$ cat config.mk
export PLATFORM = sky130hd
export DESIGN_NAME = dbp_ctrl_flat
export DESIGN_NICKNAME = d
export VERILOG_FILES = /design/src/rtl/dbp_ctrl_if.sv /design/src/rtl/dbp_ctrl.sv /design/src/flat_wrapper.sv
export SDC_FILE = /design/constraint.sdc
export NUM_CORES = 1
export LEC_CHECK = 0
export ABC_CLOCK_PERIOD_IN_PS = 2280
export CORE_UTILIZATION = 41
export DETAILED_ROUTE_END_ITERATION = 6
export MAX_ROUTING_LAYER = met4
export PLACE_DENSITY_LB_ADDON = 0.15
export REMOVE_ABC_BUFFERS = 1
export SLEW_MARGIN = 20
export SYNTH_ARGS = -nofsm -noshare
export SYNTH_HDL_FRONTEND = slang
export SYNTH_SLANG_ARGS = --single-unit
export TNS_END_PERCENT = 20
$ cat constraint.sdc
create_clock -name clk -period 2.28 [get_ports clk]
set_input_delay 0.228 -clock clk [delete_from_list [all_inputs] [get_ports clk]]
set_output_delay 0.228 -clock clk [all_outputs]
set_load 0.1 [all_outputs]
$ cat src/rtl/dbp_ctrl_if.sv
// rtl/dbp_ctrl_if.sv - fetch, resolve and BHT signal bundle for dbp_ctrl
//
// Purpose: groups every non-clock/reset signal of the branch predictor
// controller. The slave modport is the controller's view. The master modport
// is the view of its surroundings: the fetch stage, the resolve stage and the
// two-port branch-history/target RAM.
// Ports (signals):
//   fetch_valid/fetch_pc                    fetch request
//   pred_valid/pred_pc/pred_taken/pred_target  prediction, 1 cycle later
//   upd_valid/upd_ready/upd_pc/upd_taken/upd_target  resolved-branch update
//   bht_add1/bht_rdata1                     BHT read port (fetch side)
//   bht_add2/bht_rdata2/bht_wen2/bht_wdata2 BHT read/write port (update side)
interface dbp_ctrl_if #(
  parameter int AWIDTH = 10,
  parameter int DWIDTH = 32
);
  logic              fetch_valid;
  logic [31:0]       fetch_pc;
  logic              pred_valid;
  logic [31:0]       pred_pc;
  logic              pred_taken;
  logic [31:0]       pred_target;
  logic              upd_valid;
  logic              upd_ready;
  logic [31:0]       upd_pc;
  logic              upd_taken;
  logic [31:0]       upd_target;
  logic [AWIDTH-1:0] bht_add1;
  logic [DWIDTH-1:0] bht_rdata1;
  logic [AWIDTH-1:0] bht_add2;
  logic [DWIDTH-1:0] bht_rdata2;
  logic              bht_wen2;
  logic [DWIDTH-1:0] bht_wdata2;

  modport slave (
    input  fetch_valid, fetch_pc,
    input  upd_valid, upd_pc, upd_taken, upd_target,
    input  bht_rdata1, bht_rdata2,
    output pred_valid, pred_pc, pred_taken, pred_target,
    output upd_ready,
    output bht_add1, bht_add2, bht_wen2, bht_wdata2
  );

  modport master (
    output fetch_valid, fetch_pc,
    output upd_valid, upd_pc, upd_taken, upd_target,
    output bht_rdata1, bht_rdata2,
    input  pred_valid, pred_pc, pred_taken, pred_target,
    input  upd_ready,
    input  bht_add1, bht_add2, bht_wen2, bht_wdata2
  );
endinterface

$ cat src/rtl/dbp_ctrl.sv
// rtl/dbp_ctrl.sv - dynamic branch predictor controller
//
// Purpose: the fetch side looks up a 2-bit counter and target in the BHT and
// returns a prediction one cycle later. The resolve side read-modify-writes
// the entry over three cycles (IDLE -> RD -> WR). When a fetch samples the
// same index on the edge where the update commits, the freshly written entry
// is forwarded to the fetch.
// Ports:
//   clk    in  clock, all logic on posedge
//   reset  in  synchronous active-low reset
//   bus    dbp_ctrl_if.slave: fetch/pred, upd handshake, BHT ports 1 and 2
// Entry layout: {tgt[31:2], ctr[1:0]}.
module dbp_ctrl #(
  parameter int AWIDTH = 10,
  parameter int DWIDTH = 32
) (
  input  logic       clk,
  input  logic       reset,
  dbp_ctrl_if.slave  bus
);

  typedef enum logic [1:0] {IDLE, RD, WR} state_t;

  state_t            state;
  logic              upd_ready_q;
  logic [AWIDTH-1:0] add2_q;
  logic              wen_q;
  logic              upd_tk;
  logic [29:0]       upd_tgt;
  logic              pred_valid_q;
  logic [31:0]       pred_pc_q;
  logic              byp;
  logic [DWIDTH-1:0] byp_data;

  logic [AWIDTH-1:0] add1;
  logic [DWIDTH-1:0] entry;
  logic              wen;
  logic [1:0]        old_ctr;
  logic [1:0]        new_ctr;
  logic [29:0]       new_tgt;
  logic [DWIDTH-1:0] wdata;
  logic              unused_bits;

  // Only the index bits of upd_pc and the upper bits of upd_target matter.
  assign unused_bits = ^{bus.upd_pc, bus.upd_target[1:0]};

  assign add1 = bus.fetch_pc[AWIDTH+1:2];

  // The write is gated by reset, so nothing reaches the BHT on a reset cycle,
  // even when reset lands in the WR cycle itself.
  assign wen = wen_q & reset;

  // Port 2 data arrives during WR, so the new entry is formed from it then.
  // It is stable for the whole WR cycle because the RAM output is registered.
  always_comb begin
    old_ctr = bus.bht_rdata2[1:0];
    new_ctr = old_ctr;
    new_tgt = bus.bht_rdata2[31:2];
    if (upd_tk) begin
      new_ctr = (old_ctr == 2'd3) ? 2'd3 : old_ctr + 2'd1;
      new_tgt = upd_tgt;
    end else begin
      new_ctr = (old_ctr == 2'd0) ? 2'd0 : old_ctr - 2'd1;
    end
  end

  assign wdata = wen ? {new_tgt, new_ctr} : '0;

  assign entry = byp ? byp_data : bus.bht_rdata1;

  assign bus.bht_add1    = add1;
  assign bus.bht_add2    = add2_q;
  assign bus.bht_wen2    = wen;
  assign bus.bht_wdata2  = wdata;
  assign bus.upd_ready   = upd_ready_q;
  assign bus.pred_valid  = pred_valid_q;
  assign bus.pred_pc     = pred_pc_q;
  // Gating with pred_valid holds the prediction outputs at zero after reset.
  assign bus.pred_taken  = pred_valid_q & entry[1];
  assign bus.pred_target = !pred_valid_q ? 32'h0 :
                           entry[1] ? {entry[31:2], 2'b00} : pred_pc_q + 32'd4;

  always_ff @(posedge clk) begin
    if (!reset) begin
      state        <= IDLE;
      upd_ready_q  <= 1'b0;
      add2_q       <= '0;
      wen_q        <= 1'b0;
      upd_tk       <= 1'b0;
      upd_tgt      <= '0;
      pred_valid_q <= 1'b0;
      pred_pc_q    <= '0;
      byp          <= 1'b0;
      byp_data     <= '0;
    end else begin
      pred_valid_q <= bus.fetch_valid;
      pred_pc_q    <= bus.fetch_pc;

      // The RAM returns pre-write data for this index, so the entry being
      // committed on this edge is captured for the fetch.
      byp <= wen && (add2_q == add1);
      if (wen && (add2_q == add1)) begin
        byp_data <= wdata;
      end

      case (state)
        IDLE: begin
          if (bus.upd_valid && upd_ready_q) begin
            add2_q      <= bus.upd_pc[AWIDTH+1:2];
            upd_tk      <= bus.upd_taken;
            upd_tgt     <= bus.upd_target[31:2];
            upd_ready_q <= 1'b0;
            state       <= RD;
          end else begin
            upd_ready_q <= 1'b1;
          end
        end
        RD: begin
          wen_q <= 1'b1;
          state <= WR;
        end
        WR: begin
          wen_q       <= 1'b0;
          upd_ready_q <= 1'b1;
          state       <= IDLE;
        end
        default: begin
          wen_q       <= 1'b0;
          upd_ready_q <= 1'b0;
          state       <= IDLE;
        end
      endcase
    end
  end

endmodule
$ cat src/flat_wrapper.sv
// flat-port wrapper written by rule: the top's interface ports become plain ports
module dbp_ctrl_flat 
#(
  parameter int AWIDTH = 10,
  parameter int DWIDTH = 32
)
  (clk, reset, bus_fetch_valid, bus_fetch_pc, bus_upd_valid, bus_upd_pc, bus_upd_taken, bus_upd_target, bus_bht_rdata1, bus_bht_rdata2, bus_pred_valid, bus_pred_pc, bus_pred_taken, bus_pred_target, bus_upd_ready, bus_bht_add1, bus_bht_add2, bus_bht_wen2, bus_bht_wdata2);
  dbp_ctrl_if #(.AWIDTH(AWIDTH), .DWIDTH(DWIDTH)) bus_i ();
  input  logic clk;
  input  logic reset;
  input wire logic [$bits(bus_i.fetch_valid)-1:0] bus_fetch_valid;
  input wire logic [$bits(bus_i.fetch_pc)-1:0] bus_fetch_pc;
  input wire logic [$bits(bus_i.upd_valid)-1:0] bus_upd_valid;
  input wire logic [$bits(bus_i.upd_pc)-1:0] bus_upd_pc;
  input wire logic [$bits(bus_i.upd_taken)-1:0] bus_upd_taken;
  input wire logic [$bits(bus_i.upd_target)-1:0] bus_upd_target;
  input wire logic [$bits(bus_i.bht_rdata1)-1:0] bus_bht_rdata1;
  input wire logic [$bits(bus_i.bht_rdata2)-1:0] bus_bht_rdata2;
  output wire logic [$bits(bus_i.pred_valid)-1:0] bus_pred_valid;
  output wire logic [$bits(bus_i.pred_pc)-1:0] bus_pred_pc;
  output wire logic [$bits(bus_i.pred_taken)-1:0] bus_pred_taken;
  output wire logic [$bits(bus_i.pred_target)-1:0] bus_pred_target;
  output wire logic [$bits(bus_i.upd_ready)-1:0] bus_upd_ready;
  output wire logic [$bits(bus_i.bht_add1)-1:0] bus_bht_add1;
  output wire logic [$bits(bus_i.bht_add2)-1:0] bus_bht_add2;
  output wire logic [$bits(bus_i.bht_wen2)-1:0] bus_bht_wen2;
  output wire logic [$bits(bus_i.bht_wdata2)-1:0] bus_bht_wdata2;
  assign bus_i.fetch_valid = bus_fetch_valid;
  assign bus_i.fetch_pc = bus_fetch_pc;
  assign bus_i.upd_valid = bus_upd_valid;
  assign bus_i.upd_pc = bus_upd_pc;
  assign bus_i.upd_taken = bus_upd_taken;
  assign bus_i.upd_target = bus_upd_target;
  assign bus_i.bht_rdata1 = bus_bht_rdata1;
  assign bus_i.bht_rdata2 = bus_bht_rdata2;
  assign bus_pred_valid = bus_i.pred_valid;
  assign bus_pred_pc = bus_i.pred_pc;
  assign bus_pred_taken = bus_i.pred_taken;
  assign bus_pred_target = bus_i.pred_target;
  assign bus_upd_ready = bus_i.upd_ready;
  assign bus_bht_add1 = bus_i.bht_add1;
  assign bus_bht_add2 = bus_i.bht_add2;
  assign bus_bht_wen2 = bus_i.bht_wen2;
  assign bus_bht_wdata2 = bus_i.bht_wdata2;
  dbp_ctrl #(.AWIDTH(AWIDTH), .DWIDTH(DWIDTH)) u_core (.clk(clk), .reset(reset), .bus(bus_i));
endmodule
==> results of run 1 <==
==> worst max-delay path by stage <==
stage | startpoint | endpoint | slack [ns] | cells past startpoint
floorplan | u_core.byp | bus_pred_target[28] | -3.12 | 3
global placement | bus_fetch_pc[10] | u_core.byp_data[20] | -0.11 | 6
detailed placement | bus_fetch_pc[10] | u_core.byp_data[20] | -0.12 | 6
CTS | u_core.bus.pred_pc[11] | bus_pred_target[23] | -0.26 | 5
global route | u_core.bus.pred_pc[4] | bus_pred_target[23] | -0.30 | 5
finish | u_core.bus.pred_pc[11] | bus_pred_target[23] | -0.25 | 5
==> per-stage QoR <==
step,area [um^2],instances,TNS (ns),power (mW)
2_1_floorplan,5630,624,-211.13,2.90
3_3_place_gp,9500,1125,-2.39,3.63
3_5_place_dp,9500,1125,-2.49,3.65
4_1_cts,9940,1143,-2.22,5.24
5_1_grt,10100,1151,-2.65,5.40
6_report,10100,1151,-1.61,5.21
==> area by class of cell <==
| type | count | share of cell area [%] |
|---|---|---|
| clock buffers | 10 | 2.26 |
| clock inverters | 6 | 0.606 |
| flip-flops and latches | 110 | 22.1 |
| repair buffers | 331 | 36.7 |
| well taps | 180 | 2.23 |
| inverters | 8 | 0.297 |
| multi-input cells | 506 | 35.9 |
==> cell families after synthesis <==
kind of cell / synth area share, %
buf+inv: 5.07
fa+ha+maj: 0.212
xor+xnor: 3.57
compound gates: 11.8
flops: 37.4
mux: 16.5
simple gates: 25.6
==> registers in the layout, summed over array words and instances, names as in the netlist <==
name	cells
u_core.bus.pred_pc	32
u_core.wen_q	1
u_core.bus.upd_ready	1
u_core.upd_tk	1
u_core.byp	1
u_core.bus.pred_valid	1
u_core.state	2
u_core.byp_data	31
u_core.bus.bht_add2	10
u_core.upd_tgt	30
==> critical path, stage by stage (launching register included) <==
cell,delay (ns)
dfxtp_2,0.35
nand4_4,0.10
or4_4,0.58
or4_1,0.52
o211ai_1,0.17
buf_12,0.22
==> timing repair <==
| action | CTS | global route |
|---|---|---|
| pin swaps | 6 | 15 |
| setup buffers | 2 | 8 |
| resized for setup | 36 | 27 |
| setup endpoints to repair | 17 | 21 |
==> routing by layer <==
layer / up-vias / track usage (%) / routed length [um]
met5: - / - / 0
met4: 0 / 9.34 / 446
met3: 36 / 7.21 / 1640
met2: 253 / 48.7 / 10100
met1: 2880 / 30.0 / 7990
li1: 2911 / - / -
==> cell usage after synthesis (5+ instances only) <==
cell type,number,share of area (%)
a21boi_0,41,5.2
a21oi_1,9,0.76
and2_1,67,7.1
and3_1,7,0.74
buf_2,5,0.42
buf_4,10,1.3
clkbuf_1,41,2.6
dfxtp_1,110,37
inv_1,8,0.51
mux2_1,5,0.96
mux2_2,42,8.0
mux2i_1,44,7.5
nand2_1,105,6.7
nand3_1,16,1.4
nand4_1,11,1.2
nor2_1,38,2.4
nor3_1,10,0.85
nor4_1,6,0.64
o211a_1,5,0.85
o21ai_0,18,1.5
or4_1,6,0.76
xnor2_1,20,3.0
==> power by group through the flow <==
stage | Combinational, mW | Sequential, mW | Clock [mW]
after floorplan | 0.496 | 2.40 | 0
after global routing | 1.65 | 2.06 | 1.69
after detailed placement | 1.56 | 2.09 | 0
after CTS | 1.58 | 2.04 | 1.62
final | 1.58 | 2.05 | 1.58
after global placement | 1.54 | 2.08 | 0
==> impl_metrics.py, run 1 <==
metrics = {
    "power_and_ir_drop": {
        "p_clk_share_pct": 30.3,
        "irDropWorstVdd_uv": 394,
        "power_frac_comb_pct": 30.4,
        "seq_power_share_pct": 39.3,
        "power.density_mw_per_mm2": 515,
        "switching_power_mw": 1.76,
        "power.internal_mw": 3.45,
        "power.leakage_nw": 3.96,
        "p_sw_share_pct": 33.8,
    },
    "route": {
        "via_per_inst": 5.28,
        "firstDrtPassIters": 7,
        "drt_iter0_markers": 270,
        "drc": 0,
        "drt-total-wl_mm": 20.2,
        "antenna_left": 0,
        "wl_per_cell_um": 17.5,
        "via_count": 6080,
    },
    "grt": {
        "overflow": 0,
        "grt_pass1_wl_mm": 31.0,
        "grt_max_degree": 110,
        "track_usage_pct": 27.7,
        "antenna_found_initial": 0,
        "grt_pass1_vias": 6122,
    },
    "clocking": {
        "clkTransAtPathRegs_ns": 0.07,
        "cts.sinks": 110,
        "h-tree-depth": 3,
        "cts-root-buf": "clkbuf_16",
        "tritoncts": "yes",
        "clockBufferDepth": 2,
        "cts_buffers": 9,
        "hold_buffers": 0,
        "clkLatencyLatePin_ns": 0.35,
    },
    "finish": {
        "multiInputGateArea_mm2": 0.00363,
        "syn_to_final_growth_pct": 71.6,
        "register_area_mm2": 0.00223,
        "final_cell_mix": "138 x clkdlybuf4s50_1, 120 x buf_4, 105 x nand2_1",
        "antennaDiodeCount": 0,
        "nNetsFinal": 1132,
        "fillCellCount": 1001,
        "drive_above_1_share_pct": 31.7,
        "final_core_util_pct": 72.6,
        "final_common_cell": "clkdlybuf4s50_1",
    },
    "sta": {
        "slew_violations": 0,
        "fmax_mhz": 396,
        "setup_violations": 13,
        "worstMarginPinSlew_ns": 0.862,
        "hold_viol": 0,
        "max-slew-margin-rel_pct": 42.5,
        "finalCritPeriodShare_pct": 111,
        "min_period_ns": 2.53,
        "grt_setup_unrepaired": "true",
        "fin_ws_ns": -0.248,
        "worst_clock_skew_ns": 0.00395,
        "worst_hold_slack_ns": 0.434,
    },
    "worst_setup_path": {
        "reg2reg_setup_slack_ns": 0.23,
        "critPathKind": "flop to primary output",
        "cp.arrival_ns": 2.30,
        "path_max_fanout": 3,
        "rr_endpoint": "u_core.byp_data[20]",
        "cp-end-kind": "primary output",
        "rr_worst_depth": 5,
        "cp.required_ns": 2.05,
        "reg2reg_from": "u_core.bus.bht_add2[8]",
        "cp-start-kind": "flop",
    },
    "yosys": {
        "async_reset_ff_share_pct": 0,
        "yosysWarnings": 0,
        "synth_edf_count": 0,
        "synth_flop_cell": "dfxtp_1",
        "synth_area_per_cell_um2": 8.62,
        "yosysUniqueCellTypes": 51,
        "ys_seq_area_share_pct": 37.4,
        "syn_area_mm2": 0.00589,
        "synth_seq_cells": 110,
        "synthCells": 684,
    },
    "status": {
        "outcome": "finished, violations left",
        "violations": "setup timing",
    },
    "run": {
        "drv_cap": 0,
    },
    "worst_hold_path": {
        "holdCritPathClass": "input port to flop",
        "hold_depth": 3,
        "hold-path-endpoint": "u_core.upd_tgt[28]",
        "min_from": "bus_upd_target[30]",
    },
    "die": {
        "die_area_mm2": 0.0149,
        "ios": 285,
        "core-area_mm2": 0.0139,
        "die_w_um": 122,
        "die_h_um": 122,
        "initial_utilization_pct": 42.3,
        "num_rows": 43,
    },
    "place": {
        "io_buffer_count": 259,
        "gp_congestion": 0.843,
        "place_ws_ns": -0.120,
        "dp.final_hpwl_mm": 15.3,
    },
}
Power figures use the tool's default switching activity.
==> run 2: changes to the inputs <==
- ABC_AREA: not set -> 1
- ABC_CLOCK_PERIOD_IN_PS: 2280 -> not set
- CORE_UTILIZATION: 41 -> 42
==> run 2 against run 1 <==
  * The flow now finishes without violations
  * Combinational power decreased by 3%
  * Worst setup slack better by 0.30 ns
  * Core utilization is 3.0 points lower
  * Worst hold slack got worse by 0.037 ns
  * Sequential share of layout area grew 0.66 points
  * Fmax is 14% higher
  * Critical path depth is 1 higher
  * Design area shrank 3.0%
  * Via count is 14% higher
==> impl_metrics.py, run 2 <==
metrics = {
    "yosys": {
        "synth_seq_cells": 110,
        "ys_top_cells_by_area": "dfxtp_1 36%, nand2_1 17%, nor2_1 9.2%",
        "synth.top_cell.area_share_pct": 35.7,
        "yosys-top-cells-count": "278 x nand2_1, 151 x nor2_1, 126 x inv_1",
        "ys_seq_area_share_pct": 35.7,
        "synth_area_per_cell_um2": 6.31,
        "async_reset_ff_share_pct": 0,
        "synth_edf_count": 0,
        "yosysUniqueCellTypes": 37,
        "synthCells": 977,
        "synthMostInstantiatedCell": "nand2_1",
        "synth_flop_cell": "dfxtp_1",
        "syn_area_mm2": 0.00617,
        "yosys.area.top_type": "dfxtp_1",
        "yosysWarnings": 0,
    },
    "power_and_ir_drop": {
        "power.leakage_nw": 4.60,
        "seq_power_share_pct": 39.9,
        "p_sw_share_pct": 34.9,
        "p_clk_share_pct": 30.8,
        "power_frac_comb_pct": 29.3,
        "power.internal_mw": 3.39,
        "irDropWorstVdd_uv": 445,
        "switching_power_mw": 1.81,
        "power.density_mw_per_mm2": 530,
    },
    "worst_setup_path": {
        "worstSetupEndpoint": "bus_pred_target[4]",
        "cp-start-kind": "flop",
        "cp.arrival_ns": 2.00,
        "reg2reg_setup_slack_ns": 0.63,
        "path_max_fanout": 20,
        "rr_worst_depth": 6,
        "cp-end-kind": "primary output",
        "crit_start": "u_core.byp",
        "reg2reg_from": "u_core.upd_tk",
        "cp.required_ns": 2.05,
        "rr_endpoint": "u_core.byp_data[15]",
        "critPathKind": "flop to primary output",
    },
    "die": {
        "core-area_mm2": 0.0141,
        "die_h_um": 123,
        "num_rows": 43,
        "ios": 285,
        "initial_utilization_pct": 43.7,
        "die_area_mm2": 0.0152,
        "die_w_um": 123,
    },
    "clocking": {
        "post-cts-setup-buffers": 0,
        "cts-root-buf": "clkbuf_16",
        "clockBufferDepth": 2,
        "cts_buffers": 9,
        "tritoncts": "yes",
        "h-tree-depth": 3,
        "clkTransAtPathRegs_ns": 0.07,
        "cts.sinks": 110,
        "clkLatencyLatePin_ns": 0.36,
    },
    "sta": {
        "grt_setup_unrepaired": "true",
        "fmax_mhz": 450,
        "worst_hold_slack_ns": 0.397,
        "worstMarginPinSlew_ns": 0.520,
        "setup_violations": 0,
        "finalCritPeriodShare_pct": 97.5,
        "hold_viol": 0,
        "max-slew-margin-rel_pct": 64.9,
        "fin_ws_ns": 0.0566,
        "slew_violations": 0,
        "worst_clock_skew_ns": 0.00804,
        "min_period_ns": 2.22,
    },
    "route": {
        "antenna_left": 0,
        "drc": 0,
        "via_count": 6933,
        "firstDrtPassIters": 5,
        "drt_iter0_markers": 457,
        "wl_per_cell_um": 15.3,
        "drt-total-wl_mm": 21.4,
        "via_per_inst": 4.97,
    },
    "grt": {
        "overflow": 0,
        "antenna_found_initial": 0,
        "track_usage_pct": 28.9,
        "grt_pass1_wl_mm": 32.3,
        "grt_max_degree": 51,
        "grt_pass1_vias": 6217,
    },
    "place": {
        "placed_area_mm2": 0.00937,
        "io_buffer_count": 259,
        "dp.final_hpwl_mm": 16.7,
        "gp_congestion": 0.960,
        "place_ws_ns": 0.195,
    },
    "finish": {
        "fillCellCount": 1268,
        "final_common_cell": "nand2_1",
        "largest_reg_flops": 32,
        "drive_above_1_share_pct": 18.7,
        "nNetsFinal": 1378,
        "final_cell_mix": "274 x nand2_1, 138 x nor2_1, 138 x clkdlybuf4s50_1",
        "final_core_util_pct": 69.6,
        "antennaDiodeCount": 0,
        "finalInstanceArea_mm2": 0.00981,
        "syn_to_final_growth_pct": 59.2,
    },
    "status": {
        "outcome": "completed",
    },
    "run": {
        "drv_cap": 0,
    },
    "worst_hold_path": {
        "holdCritPathClass": "input port to flop",
    },
}
[run 2: routing by layer]
layer | part of all wire [%] | vias to the layer above | routed length (um) | track usage (%)
li1 | - | 3500 | - | -
met1 | 44 | 3150 | 9390 | 37.0
met2 | 47 | 253 | 10100 | 46.4
met3 | 6.9 | 30 | 1480 | 5.44
met4 | 1.9 | 0 | 403 | 7.83
met5 | 0 | - | 0 | -
[run 2: cells by family (layout without fill, tap and decap cells)]
| logic type | count (synthesis) | after routing | synth area share, % |
|---|---|---|---|
| simple gates | 543 | 543 | 37.0 |
| buf+inv | 193 | 432 | 13.8 |
| compound gates | 113 | 113 | 10.8 |
| flops | 110 | 110 | 35.7 |
| xor+xnor | 11 | 11 | 1.56 |
| mux | 6 | 6 | 0.974 |
| fa+ha+maj | 1 | 1 | 0.203 |
[run 2: what timing repair did]
item | 4_1_cts | 5_1_grt
hold buffers | 0 | 0
resized for setup | 11 | 41
pin swaps | 0 | 8
setup endpoints to repair | 18 | 29
[run 2: stage by stage]
step           power, mW  TNS [ns]  instances
2_1_floorplan       2.91    -98.48        922
3_3_place_gp        3.62         0       1381
3_5_place_dp        3.63         0       1381
4_1_cts             5.21   -0.0478       1396
5_1_grt             5.38    -0.247       1396
6_report            5.20         0       1396
[run 2: how the worst min path moves through the flow]
| stage | startpoint | end | slack (ns) | depth (start not counted) |
|---|---|---|---|---|
| 2_1_floorplan | reset | u_core.bus.pred_pc[0] | 0.32 | 2 |
| 3_3_place_gp | u_core.upd_tgt[11] | u_core.upd_tgt[11] | 0.46 | 2 |
| 3_5_place_dp | u_core.upd_tgt[10] | u_core.upd_tgt[10] | 0.46 | 2 |
| 4_1_cts | bus_fetch_pc[1] | u_core.bus.pred_pc[1] | 0.39 | 3 |
| 5_1_grt | bus_fetch_pc[16] | u_core.bus.pred_pc[16] | 0.40 | 3 |
| 6_report | bus_fetch_pc[15] | u_core.bus.pred_pc[15] | 0.40 | 3 |
[run 2: final cells by class]
| class | count | area, um^2 | area share [%] |
|---|---|---|---|
| repair buffers | 279 | 3300 | 33.7 |
| multi-input cells | 674 | 3240 | 33.0 |
| flip-flops and latches | 110 | 2230 | 22.7 |
| inverters | 138 | 522 | 5.32 |
| clock buffers | 10 | 229 | 2.33 |
| well taps | 180 | 225 | 2.30 |
| clock inverters | 5 | 67.6 | 0.689 |
[run 2: critical path: stages (launching register included)]
cell and delay [ns]:
dfxtp_1 0.39, nand2_1 0.10, nand2_2 0.15, nand2_1 0.06, buf_4 0.23, o32ai_1 0.46
buf_12 0.24
[run 2: power by group through the flow]
stage                     combinational [mW]  sequential, mW  clock, mW
after floorplan                        0.514            2.40          0
after global placement                  1.51            2.11          0
after detailed placement                1.52            2.11          0
after CTS                               1.52            2.07       1.62
after global routing                    1.60            2.08       1.69
final                                   1.53            2.07       1.60
==> run 3: changes to the inputs <==
- SLEW_MARGIN: 20 -> 10
==> results of run 3 <==
The final DEF is identical to that of run 2; final timing and power are the same.
